`config.mk`:
```
export PLATFORM = sky130hd
export DESIGN_NAME = pwm_peripheral_comparator
export DESIGN_NICKNAME = d
export VERILOG_FILES = /design/src/rtl/pwm_pkg.sv /design/src/rtl/pwm_action_apply.sv /design/src/rtl/pwm_peripheral_comparator.sv
export SDC_FILE = /design/constraint.sdc
export NUM_CORES = 1
export LEC_CHECK = 0
export ABC_AREA = 1
export CAP_MARGIN = 10
export CORE_UTILIZATION = 45
export DETAILED_ROUTE_END_ITERATION = 16
export PLACE_DENSITY = 0.81
export SKIP_LAST_GASP = 1
export SLEW_MARGIN = 25
export SYNTH_ARGS = -nofsm -noshare
export SYNTH_HDL_FRONTEND = slang
export SYNTH_HIERARCHICAL = 1
export SYNTH_SLANG_ARGS = --single-unit
```
`constraint.sdc`:
```
create_clock -name i_clk -period 4.4 [get_ports i_clk]
set_input_delay 0.88 -clock i_clk [delete_from_list [all_inputs] [get_ports i_clk]]
set_output_delay 0.88 -clock i_clk [all_outputs]
set_load 0.05 [all_outputs]
```
`src/rtl/pwm_pkg.sv`:
```
// pwm_pkg: shared widths and action codes for the PWM action-qualifier stage
package pwm_pkg;
    localparam int WIDTH = 16;
    localparam int ACT_W = 2;
    typedef logic [ACT_W-1:0] act_t;
    localparam act_t ACT_NOTHING = 2'b00;
    localparam act_t ACT_CLEAR   = 2'b01;
    localparam act_t ACT_SET     = 2'b10;
    localparam act_t ACT_TOGGLE  = 2'b11;
endpackage

```
`src/rtl/pwm_action_apply.sv`:
```
// pwm_action_apply: applies one action code to the current pwm level
module pwm_action_apply
    import pwm_pkg::*;
(
    input  logic pwm,
    input  act_t action,
    output logic pwm_next
);
    always_comb
        pwm_next = action == ACT_CLEAR  ? 1'b0 :
                   action == ACT_SET    ? 1'b1 :
                   action == ACT_TOGGLE ? ~pwm : pwm;
endmodule

```
`src/rtl/pwm_peripheral_comparator.sv`:
```
// pwm_peripheral_comparator: shadowed event compares, priority action select
// and registered PWM output, aligned to the counter's next value.
module pwm_peripheral_comparator
    import pwm_pkg::*;
#(
    parameter int W = WIDTH
) (
    input  logic         i_clk,
    input  logic         i_reset,
    input  logic [W-1:0] i_period,
    input  logic [W-1:0] i_counter,
    input  logic [W-1:0] i_counter_next,
    input  logic [W-1:0] i_compare_a,
    input  logic [W-1:0] i_compare_b,
    input  act_t         i_action_zero,
    input  act_t         i_action_period,
    input  act_t         i_action_compare_a,
    input  act_t         i_action_compare_b,
    output logic         o_pwm,
    output logic         db_pwm,
    output act_t         db_action_zero_active,
    output act_t         db_action_period_active,
    output act_t         db_action_compare_a_active,
    output act_t         db_action_compare_b_active,
    output logic [W-1:0] db_compare_a_value_active,
    output logic [W-1:0] db_compare_b_value_active
);
    logic         load;
    logic [W-1:0] eff_cmp_a;
    logic [W-1:0] eff_cmp_b;
    act_t         eff_zero;
    act_t         eff_period;
    act_t         eff_a;
    act_t         eff_b;
    logic         zero_ev;
    logic         period_ev;
    logic         a_ev;
    logic         b_ev;
    act_t         action;
    logic         pwm_next;

    // settings captured at this edge already govern the wrap to zero
    always_comb begin
        load       = i_counter == i_period;
        eff_cmp_a  = load ? i_compare_a        : db_compare_a_value_active;
        eff_cmp_b  = load ? i_compare_b        : db_compare_b_value_active;
        eff_zero   = load ? i_action_zero      : db_action_zero_active;
        eff_period = load ? i_action_period    : db_action_period_active;
        eff_a      = load ? i_action_compare_a : db_action_compare_a_active;
        eff_b      = load ? i_action_compare_b : db_action_compare_b_active;
        zero_ev    = i_counter_next == '0;
        period_ev  = i_counter_next == i_period;
        a_ev       = i_counter_next == eff_cmp_a && eff_cmp_a <= i_period;
        b_ev       = i_counter_next == eff_cmp_b && eff_cmp_b <= i_period;
        action     = zero_ev   ? eff_zero   :
                     period_ev ? eff_period :
                     a_ev      ? eff_a      :
                     b_ev      ? eff_b      : ACT_NOTHING;
        db_pwm     = i_reset ? 1'b0 : pwm_next;
    end

    pwm_action_apply u_apply (
        .pwm      (o_pwm),
        .action   (action),
        .pwm_next (pwm_next)
    );

    always_ff @(posedge i_clk) begin
        if (i_reset) begin
            o_pwm                      <= 1'b0;
            db_action_zero_active      <= ACT_NOTHING;
            db_action_period_active    <= ACT_NOTHING;
            db_action_compare_a_active <= ACT_NOTHING;
            db_action_compare_b_active <= ACT_NOTHING;
            db_compare_a_value_active  <= '0;
            db_compare_b_value_active  <= '0;
        end else begin
            o_pwm <= pwm_next;
            if (load) begin
                db_action_zero_active      <= i_action_zero;
                db_action_period_active    <= i_action_period;
                db_action_compare_a_active <= i_action_compare_a;
                db_action_compare_b_active <= i_action_compare_b;
                db_compare_a_value_active  <= i_compare_a;
                db_compare_b_value_active  <= i_compare_b;
            end
        end
    end
endmodule

```
== After elaboration in Yosys (flattened, before gate mapping) ==
Index checks and enable logic that the tools add are counted.

* Add/subtract/negate cells: 0
* $lt $le $gt $ge: 2
* Shifts and indexed selects: 0
* Multipliers: 0
* Divide/modulo/power cells: 0
* Reductions and logical operators: 3
* Bitwise operators: 1
* Equality and inequality tests: 7
* Mux-type cells: 14

{| class="wikitable"
|+ Operator list
! operator !! number
|-
| $eq 16x16->1 || 4
|-
| $le 16x16->1 || 2
|-
| $mux 16 || 2
|-
| $logic_not 16->1 || 1
|-
| $mux 2 || 8
|-
| $eq 2x2->1 const B || 2
|-
| $mux 1 || 4
|-
| $eq 2x1->1 const B || 1
|-
| $logic_and 1x1->1 || 2
|-
| $not 1->1 || 1
|}

* Latch bits: 0
* Logic and storage cells: 34
* Memory bits (read-only): 0
* Memories: 0
* Register bits: 41
* RAM bits: 0
* Output and inout bits: 42
* Input bits: 90

== Depth between registers and ports, before layout ==
Gate-level depths: netlist (run 1).

* Depth in word-level cells: 13
* Mapped depth: 33
* Gate-level depth less buffers: 32

== Cells and area by module ==
Netlist (run 1), hierarchy kept.

{| class="wikitable"
|+ Modules (own cells, without submodules)
! module !! cells an instance !! area each (um2) !! instances
|-
| pwm_peripheral_comparator || 602 || 3632.2 || 1
|-
| pwm_action_apply || 5 || 18.8 || 1
|}

== Least setup slack after synthesis (run 1) ==
OpenSTA, ideal clock, no wires.

* Kind: input to output
* From: input port i_period[15]
* To: output port db_pwm
* Required time: 3520 ps
* Slack: -365 ps
* Buffers on the path: 1
* Arrival time: 3885 ps
* Cell stages on the path: 32
* Path through: inv_2 > nand2_1 > nand2_1 > nor2_1 > nand2_1 > nor2_4 > nand2_4 > buf_6 > nand2_1 > nand2_1 > ha_1 > inv_1 > nor2_1 > o21ai_0 > nand2_1 > nand2_1 > nand2_1 > nand2_1 > a21oi_1 > nor2_1 > nand2_1 > nor2_1 > nand3_2 > nor2_1 > nor2_1 > nand2_1 > nand2_1 > nand2_1 > nand2_1 > nand2_1 > inv_1 > nor2_1

* Elaborated cells on any way between the ends: 25
* Those cells by class: order compare: 2; eq/ne: 7; mux: 14; reduce/logical: 2

{| class="wikitable"
|+ RTL lines
! item !! RTL line !! text
|-
| from (decl) || pwm_peripheral_comparator.sv:10 || <nowiki>input logic [W-1:0] i_period,</nowiki>
|-
| $eq 16x16->1 (*) || pwm_peripheral_comparator.sv:44 || <nowiki>load = i_counter == i_period;</nowiki>
|-
| $mux 16 (*) || -- ||
|-
| net eff_cmp_a[1] || pwm_peripheral_comparator.sv:29 || <nowiki>logic [W-1:0] eff_cmp_a;</nowiki>
|-
| $le 16x16->1 / $eq 16x16->1 (equally long branches) || pwm_peripheral_comparator.sv:53 || <nowiki>a_ev = i_counter_next == eff_cmp_a && eff_cmp_a <= i_period;</nowiki>
|-
| $logic_and 1x1->1 (*) || pwm_peripheral_comparator.sv:53 ||
|-
| $mux 2 (*) || pwm_peripheral_comparator.sv:57 || <nowiki>a_ev ? eff_a :</nowiki>
|-
| $mux 2 (*) || pwm_peripheral_comparator.sv:56 || <nowiki>period_ev ? eff_period :</nowiki>
|-
| $mux 2 (*) || pwm_peripheral_comparator.sv:55 || <nowiki>action = zero_ev ? eff_zero :</nowiki>
|-
| net action[1] || pwm_peripheral_comparator.sv:39 || <nowiki>act_t action;</nowiki>
|-
| $eq 2x2->1 || pwm_action_apply.sv:12 || <nowiki>action == ACT_TOGGLE ? ~pwm : pwm;</nowiki>
|-
| $mux 1 || pwm_action_apply.sv:12 ||
|-
| $mux 1 || pwm_action_apply.sv:11 || <nowiki>action == ACT_SET ? 1'b1 :</nowiki>
|-
| $mux 1 (*) || pwm_action_apply.sv:10 || <nowiki>pwm_next = action == ACT_CLEAR ? 1'b0 :</nowiki>
|-
| net pwm_next || pwm_peripheral_comparator.sv:40 || <nowiki>logic pwm_next;</nowiki>
|-
| $mux 1 (*) || -- ||
|-
| to (decl) || pwm_peripheral_comparator.sv:20 || <nowiki>output logic db_pwm,</nowiki>
|}

The timed path passes the listed nets; every way through them passes the cells marked *.

== Final worst setup path (run 1) ==
* From: input port i_period[14]
* To: output port db_pwm

* Word-level cells in the longest chain between the ends: 13
* Elaborated cells on any way between the ends: 25
* Those cells by class: order compare: 2; eq/ne: 7; mux: 14; reduce/logical: 2

{| class="wikitable"
|+ RTL lines
! item !! RTL line !! text
|-
| $eq 16x16->1 || pwm_peripheral_comparator.sv:44 ||
|-
| $mux 16 || -- ||
|-
| $le 16x16->1 / $eq 16x16->1 (equally long branches) || pwm_peripheral_comparator.sv:54 || <nowiki>b_ev = i_counter_next == eff_cmp_b && eff_cmp_b <= i_period;</nowiki>
|-
| $logic_and 1x1->1 || pwm_peripheral_comparator.sv:54 ||
|-
| $mux 2 || pwm_peripheral_comparator.sv:58 || <nowiki>b_ev ? eff_b : ACT_NOTHING;</nowiki>
|-
| $mux 2 || pwm_peripheral_comparator.sv:57 ||
|-
| $mux 2 || pwm_peripheral_comparator.sv:56 ||
|-
| $mux 2 (*) || pwm_peripheral_comparator.sv:55 ||
|-
| net action[0] || pwm_peripheral_comparator.sv:39 ||
|-
| $eq 2x2->1 || pwm_action_apply.sv:12 ||
|-
| $mux 1 || pwm_action_apply.sv:12 ||
|-
| $mux 1 || pwm_action_apply.sv:11 ||
|-
| $mux 1 (*) || pwm_action_apply.sv:10 ||
|-
| net pwm_next || pwm_peripheral_comparator.sv:40 ||
|-
| $mux 1 (*) || -- ||
|}

Marks and branches as above.

==> results.cfg, run 1 <==
[job]
cap_violations = 0

[clock_network]
clk_latency_ps = 310
clk_pin_slew_ps = 90
cts.sinks = 41
cts_buffers = 5
cts_tree = done
cts_root_buf = clkbuf_8
clockBufferDepth = 2
ctsHoldBuffers = 0
h-tree-depth = 2

[power]
powerDensity_nw_per_um2 = 139
p_int_mw = 0.627
p_sw_frac = 0.304
clkPwrFrac = 0.307
seqPwrFrac = 0.411
power_leakage_nw = 3.22
p_sw_mw = 0.274
total_power_mw = 0.901
ir_drop_uv = 95.1
pwr-share-comb = 0.282

[worst_setup_path]
worstPathMaxFanout = 7
slowest_delay_ps = 270
r2r-end = o_pwm
worst_path_most_repeated_cell = nand2_1
r2r_cells = 23
worstSetupPathType = input pin to primary output
cp-end-kind = primary output
r2r_slack_ps = 1600
slowest_stage = bufbuf_16
start_kind = input pin
arrival_ps = 4150
required_ps = 3520
rr_startpoint = db_compare_b_value_active[13]

[sta]
fin_crit_sh = 1.14
period_needed_ps = 5030
hold_viol = 0
worst_slack_ps = -631
whs_ps = 488
fin_skew_ps = 9.34
setup_viol = 1
slew_headroom = 0.624
tightest_slew_ps = 562
rsz0062_at_grt = true
fmax_ghz = 0.199
slew_violations = 0

[routing]
antenna_left = 0
vias = 5013
dr.pass1.iters = 5
drt_iter0_markers = 334
routed_wl_um = 16000
post-route-drc-count = 0
via_per_inst = 5.31
wl_per_cell_um = 16.9

[finish]
antenna_cells = 0
nFillCells = 489
drive_gt1_frac = 0.309
nNetsFinal = 964
area_growth_pct = 78.2

[global_routing]
antenna_found_initial = 0
grt-ovfl-total = 0
grt_usage = 0.352
grt_pass1_wl_um = 23500
grt_pass1_vias = 4953
grt_max_degree = 41

[place]
dp_slack_ps = -1030
post-dp-hpwl_um = 11600
place.port_buffers = 131
gp_congestion = 0.926

[synth]
synth_most_common_cell = nand2_1
synth_top_area_frac = 0.225
ys_warn_count = 6
synth_nets = 729
yosys.cell_types.count = 32
synth.area.top_cells = dfxtp_1 22%, nand2_1 22%, ha_1 11%
synthTopCellsByCount = 213 x nand2_1, 65 x nand3_1, 64 x inv_1
async_reset_ff_frac = 0
synthCells = 607
avgSynthCellArea_sq_um = 6.01
synth_top_cell_by_area = dfxtp_1
synthFlopType = dfxtp_1
synth_edf_count = 0
syn_area_sq_um = 3650
yosysSeqAreaShare = 0.225
ys_ff_latch = 41

[floorplanning]
coreArea_sq_um = 7770
die_y_um = 92.1
die_w_um = 92.1
placementRows = 32
die_area_sq_um = 8480
initial_core_util = 0.470
ioPinCount = 132

[min_path]
min_path_cells = 2
worstHoldPathType = flip-flop to flip-flop
min_to = db_compare_b_value_active[3]
holdCritStartpoint = db_compare_b_value_active[3]

[outcome]
violations = setup timing
status = complete, but fails checks
-- worst max-delay path, delay by kind of cell --
kind / cells / cell delay (ps)
buf+inv: 9 / 990
compound gates: 3 / 260
fa+ha+maj: 1 / 170
simple gates: 23 / 1850
-- cell type report --
| cell class | count | area, sq um | share of cell area |
|---|---|---|---|
| Inverter | 81 | 309 | 0.0475 |
| Clock inverter | 1 | 7.51 | 0.00115 |
| Sequential cell | 41 | 821 | 0.126 |
| Timing Repair Buffer | 244 | 2270 | 0.349 |
| Clock buffer | 6 | 82.6 | 0.0127 |
| Multi-Input combinational cell | 469 | 2890 | 0.444 |
| Tap cell | 102 | 128 | 0.0196 |
-- what timing repair did --
action	CTS	global route
gates resized for setup	97	166
cloned	1	2
pin swaps	32	59
setup endpoints to repair	1	1
buffers inserted	6	7
-- placed cells by master (no fill, tap or decap), types with 6 or more instances in the layout --
| cell | n |
|---|---|
| buf_6 | 16 |
| nand3b_1 | 6 |
| nand4_1 | 10 |
| nand3_1 | 62 |
| nand2_1 | 172 |
| mux2i_1 | 6 |
| nor2_1 | 45 |
| clkdlybuf4s50_1 | 98 |
| dfxtp_1 | 41 |
| clkbuf_2 | 8 |
| nand2_2 | 27 |
| ha_4 | 13 |
| xnor2_1 | 12 |
| inv_1 | 58 |
| buf_4 | 107 |
| nand2_4 | 16 |
| a21oi_1 | 35 |
| ha_1 | 18 |
| nor2_2 | 8 |
| inv_2 | 21 |
| clkbuf_8 | 6 |
-- per-stage QoR --
stage	cell area, sq um	TNS [ps]	instances	util
detailed placement	5760	-1160	921	0.742
CTS	6100	-594	935	0.785
floorplan	3660	0	607	-
global placement	5760	-1040	921	0.742
global route	6510	-913	944	0.838
finish	6510	-631	944	0.838
-- power groups by stage --
stage          combinational, mW  sequential (mW)  clock (mW)
6_report                   0.254            0.371       0.277
5_1_grt                    0.273            0.371       0.287
4_1_cts                    0.229            0.371       0.271
3_5_place_dp               0.230            0.379           0
3_3_place_gp               0.227            0.379           0
2_1_floorplan             0.0823            0.380           0
-- layer usage --
layer  GRT usage  routed length [um]  vias up  share of wire
li1            -                   -     2410              -
met1       0.429                6490     2321           0.41
met2       0.625                7810      233           0.49
met3      0.0431                 971       49          0.061
met4       0.139                 707        0          0.044
met5           0                   0        -              0
-- logic make-up (layout without fill, tap and decap cells) --
| kind of cell | after synthesis | count (layout) | synth area share |
|---|---|---|---|
| AO/OA/AOI/OAI | 52 | 52 | 0.0778 |
| XOR/XNOR | 15 | 15 | 0.0360 |
| adder cells (fa/ha/maj) | 32 | 32 | 0.110 |
| buffers and inverters | 97 | 332 | 0.110 |
| flip-flops | 41 | 41 | 0.225 |
| multiplexers | 6 | 6 | 0.0165 |
| AND/OR/NAND/NOR | 364 | 364 | 0.425 |
-- registers in the layout (all words and copies together) (netlist names) --
name,cells
db_compare_a_value_active,16
db_compare_b_value_active,16
db_action_compare_a_active,2
db_action_compare_b_active,2
db_action_period_active,2
db_action_zero_active,2
o_pwm,1
-- worst max-delay path by stage --
stage / cells after the start / slack [ps] / to / startpoint
6_report: 36 / -630 / db_pwm / i_period[14]
5_1_grt: 34 / -910 / db_pwm / i_period[10]
4_1_cts: 33 / -590 / db_pwm / i_counter[11]
3_5_place_dp: 31 / -1030 / db_pwm / i_period[2]
3_3_place_gp: 34 / -970 / db_pwm / i_period[14]
2_1_floorplan: 32 / 10 / db_pwm / i_period[15]
Power figures use the tool's default switching activity.
==> run 2: changes to the inputs <==
Settings changed: SKIP_CTS_REPAIR_TIMING set to 1.
==> run 2 against run 1 <==
Against the previous run: the run still ends with setup timing left; via count is 3.8% lower; worst setup slack worse by 410 ps; sequential cell count stayed put; worst hold slack improved by 3.0 ps; sequential share of layout area is 0.70 points higher; largest cell class unchanged.
==> results.cfg, run 2 (synthesized netlist as in run 1, its figures left out) <==
[power]
power_leakage_nw = 3.13
powerDensity_nw_per_um2 = 143
ir_drop_uv = 93.2
total_power_mw = 0.883

[sta]
tns_ps = -1040
fin_crit_sh = 1.24
slew_headroom = 0.629
worst_slack_ps = -1040
tightest_slew_ps = 555
period_needed_ps = 5440
setup_viol = 1
hold_viol = 0
rsz0062_at_grt = true
slew_violations = 0
fin_skew_ps = 11.7
fmax_ghz = 0.184

[routing]
wl_per_cell_um = 15.6
dr.pass1.iters = 5
drt_iter0_markers = 180
post-route-drc-count = 0
via_per_inst = 5.16
routed_wl_um = 14600
antenna_left = 0
vias = 4820

[finish]
final_common_cell = nand2_1
nFillCells = 563
nNetsFinal = 954
antenna_cells = 0
top_regs = db_compare_a_value_active (16), db_compare_b_value_active (16)
area_growth_pct = 68.9
final_cell_mix = 200 x nand2_1, 125 x clkdlybuf4s50_1, 93 x buf_4
drive_gt1_frac = 0.210
layoutNonFillerInstCount = 934

[place]
dp_slack_ps = -1030
post-dp-hpwl_um = 11600
gp_congestion = 0.926
dp.cells = 921
place.port_buffers = 131

[floorplanning]
die_area_sq_um = 8480
placementRows = 32
initial_core_util = 0.470
coreArea_sq_um = 7770
die_w_um = 92.1
ioPinCount = 132
die_y_um = 92.1

[global_routing]
grt-ovfl-total = 0
antenna_found_initial = 0
grt_pass1_vias = 4730
grt_max_degree = 41
grt_usage = 0.334
grt_pass1_wl_um = 22300

[worst_setup_path]
cp.buffers_inverters = 6
cp-end-kind = primary output
slowest_delay_ps = 540
start_kind = input pin
slowest_stage = clkdlybuf4s50_1
cp_top_family = simple AND/OR/NAND/NOR gates
worst_path_most_repeated_cell = nand2_1
required_ps = 3520
arrival_ps = 4560
worstSetupPathType = input pin to primary output
worstPathMaxFanout = 13

[clock_network]
clk_latency_ps = 300
cts.sinks = 41
cts_tree = done
cts_root_buf = clkbuf_8
clockBufferDepth = 2
cts_buffers = 5
h-tree-depth = 2
clk_pin_slew_ps = 80

[job]
cap_violations = 0

[outcome]
status = complete, but fails checks
violations = setup timing

[min_path]
worstHoldPathType = flip-flop to flip-flop
==> run 2: cell count changes in the layout (fill, tap and decap cells not counted), sizes merged <==
cell	delta
buf	-33
clkdlybuf4s50	+27
clkbuf	-8
dlymetal6s2s	+5
bufbuf	-1
==> run 2: layout make-up <==
class	instances	area (sq um)	area share
clock buffers	6	82.6	0.0134
clock inverters	1	7.51	0.00122
inverters	81	304	0.0493
multi-input cells	469	2620	0.425
flip-flops and latches	41	821	0.133
well taps	102	128	0.0207
repair buffers	234	2210	0.358
==> run 2: worst paths after layout <==
| path | cells after the start | start | end | slack [ps] |
|---|---|---|---|---|
| max | 31 | i_period[2] | db_pwm | -1040 |
| min reg2reg | 2 | db_compare_b_value_active[3] | db_compare_b_value_active[3] | 490 |
| min | 2 | db_compare_b_value_active[3] | db_compare_b_value_active[3] | 490 |
| max reg2reg | 22 | db_compare_b_value_active[9] | o_pwm | 1940 |
==> run 2: metal layers <==
metal / share of wire / GRT usage / routed length [um]
met1: 0.43 / 0.423 / 6200
met4: 0.028 / 0.104 / 405
met3: 0.059 / 0.0332 / 861
met5: 0 / 0 / 0
met2: 0.49 / 0.591 / 7090
==> run 2: power breakdown <==
part           leakage (nW)  total (mW)  internal (mW)  switching (mW)
registers             0.330       0.371          0.371       0.0000320
logic                  2.76       0.243          0.130           0.112
clock network        0.0433       0.269          0.124           0.145
total                  3.13       0.883          0.625           0.257
==> run 2: stage by stage <==
stage           util  hold WS [ps]  cell area, sq um
5_1_grt        0.794           515              6170
3_3_place_gp   0.742           469              5760
6_report       0.794           491              6170
3_5_place_dp   0.742           481              5760
2_1_floorplan      -           709              3660
4_1_cts        0.754           491              5850
==> run 2: worst reg2reg max path: stages, from the launching register on <==
cell and delay [ps]:
dfxtp_1 340, nand2_1 60, nand2_1 170, ha_4 240
a21oi_1 110, nand3b_1 110, a21oi_1 60, nor2_1 150
nand2_1 70, nand2_1 70, nand3_1 90, nor2_2 110
nand3_1 110, nor2_2 130, nand3_1 90, nand2_1 70
nand2_1 70, nand2_1 60, inv_1 30, nand2_1 40
nand2_1 60, inv_2 60, nor2_4 40
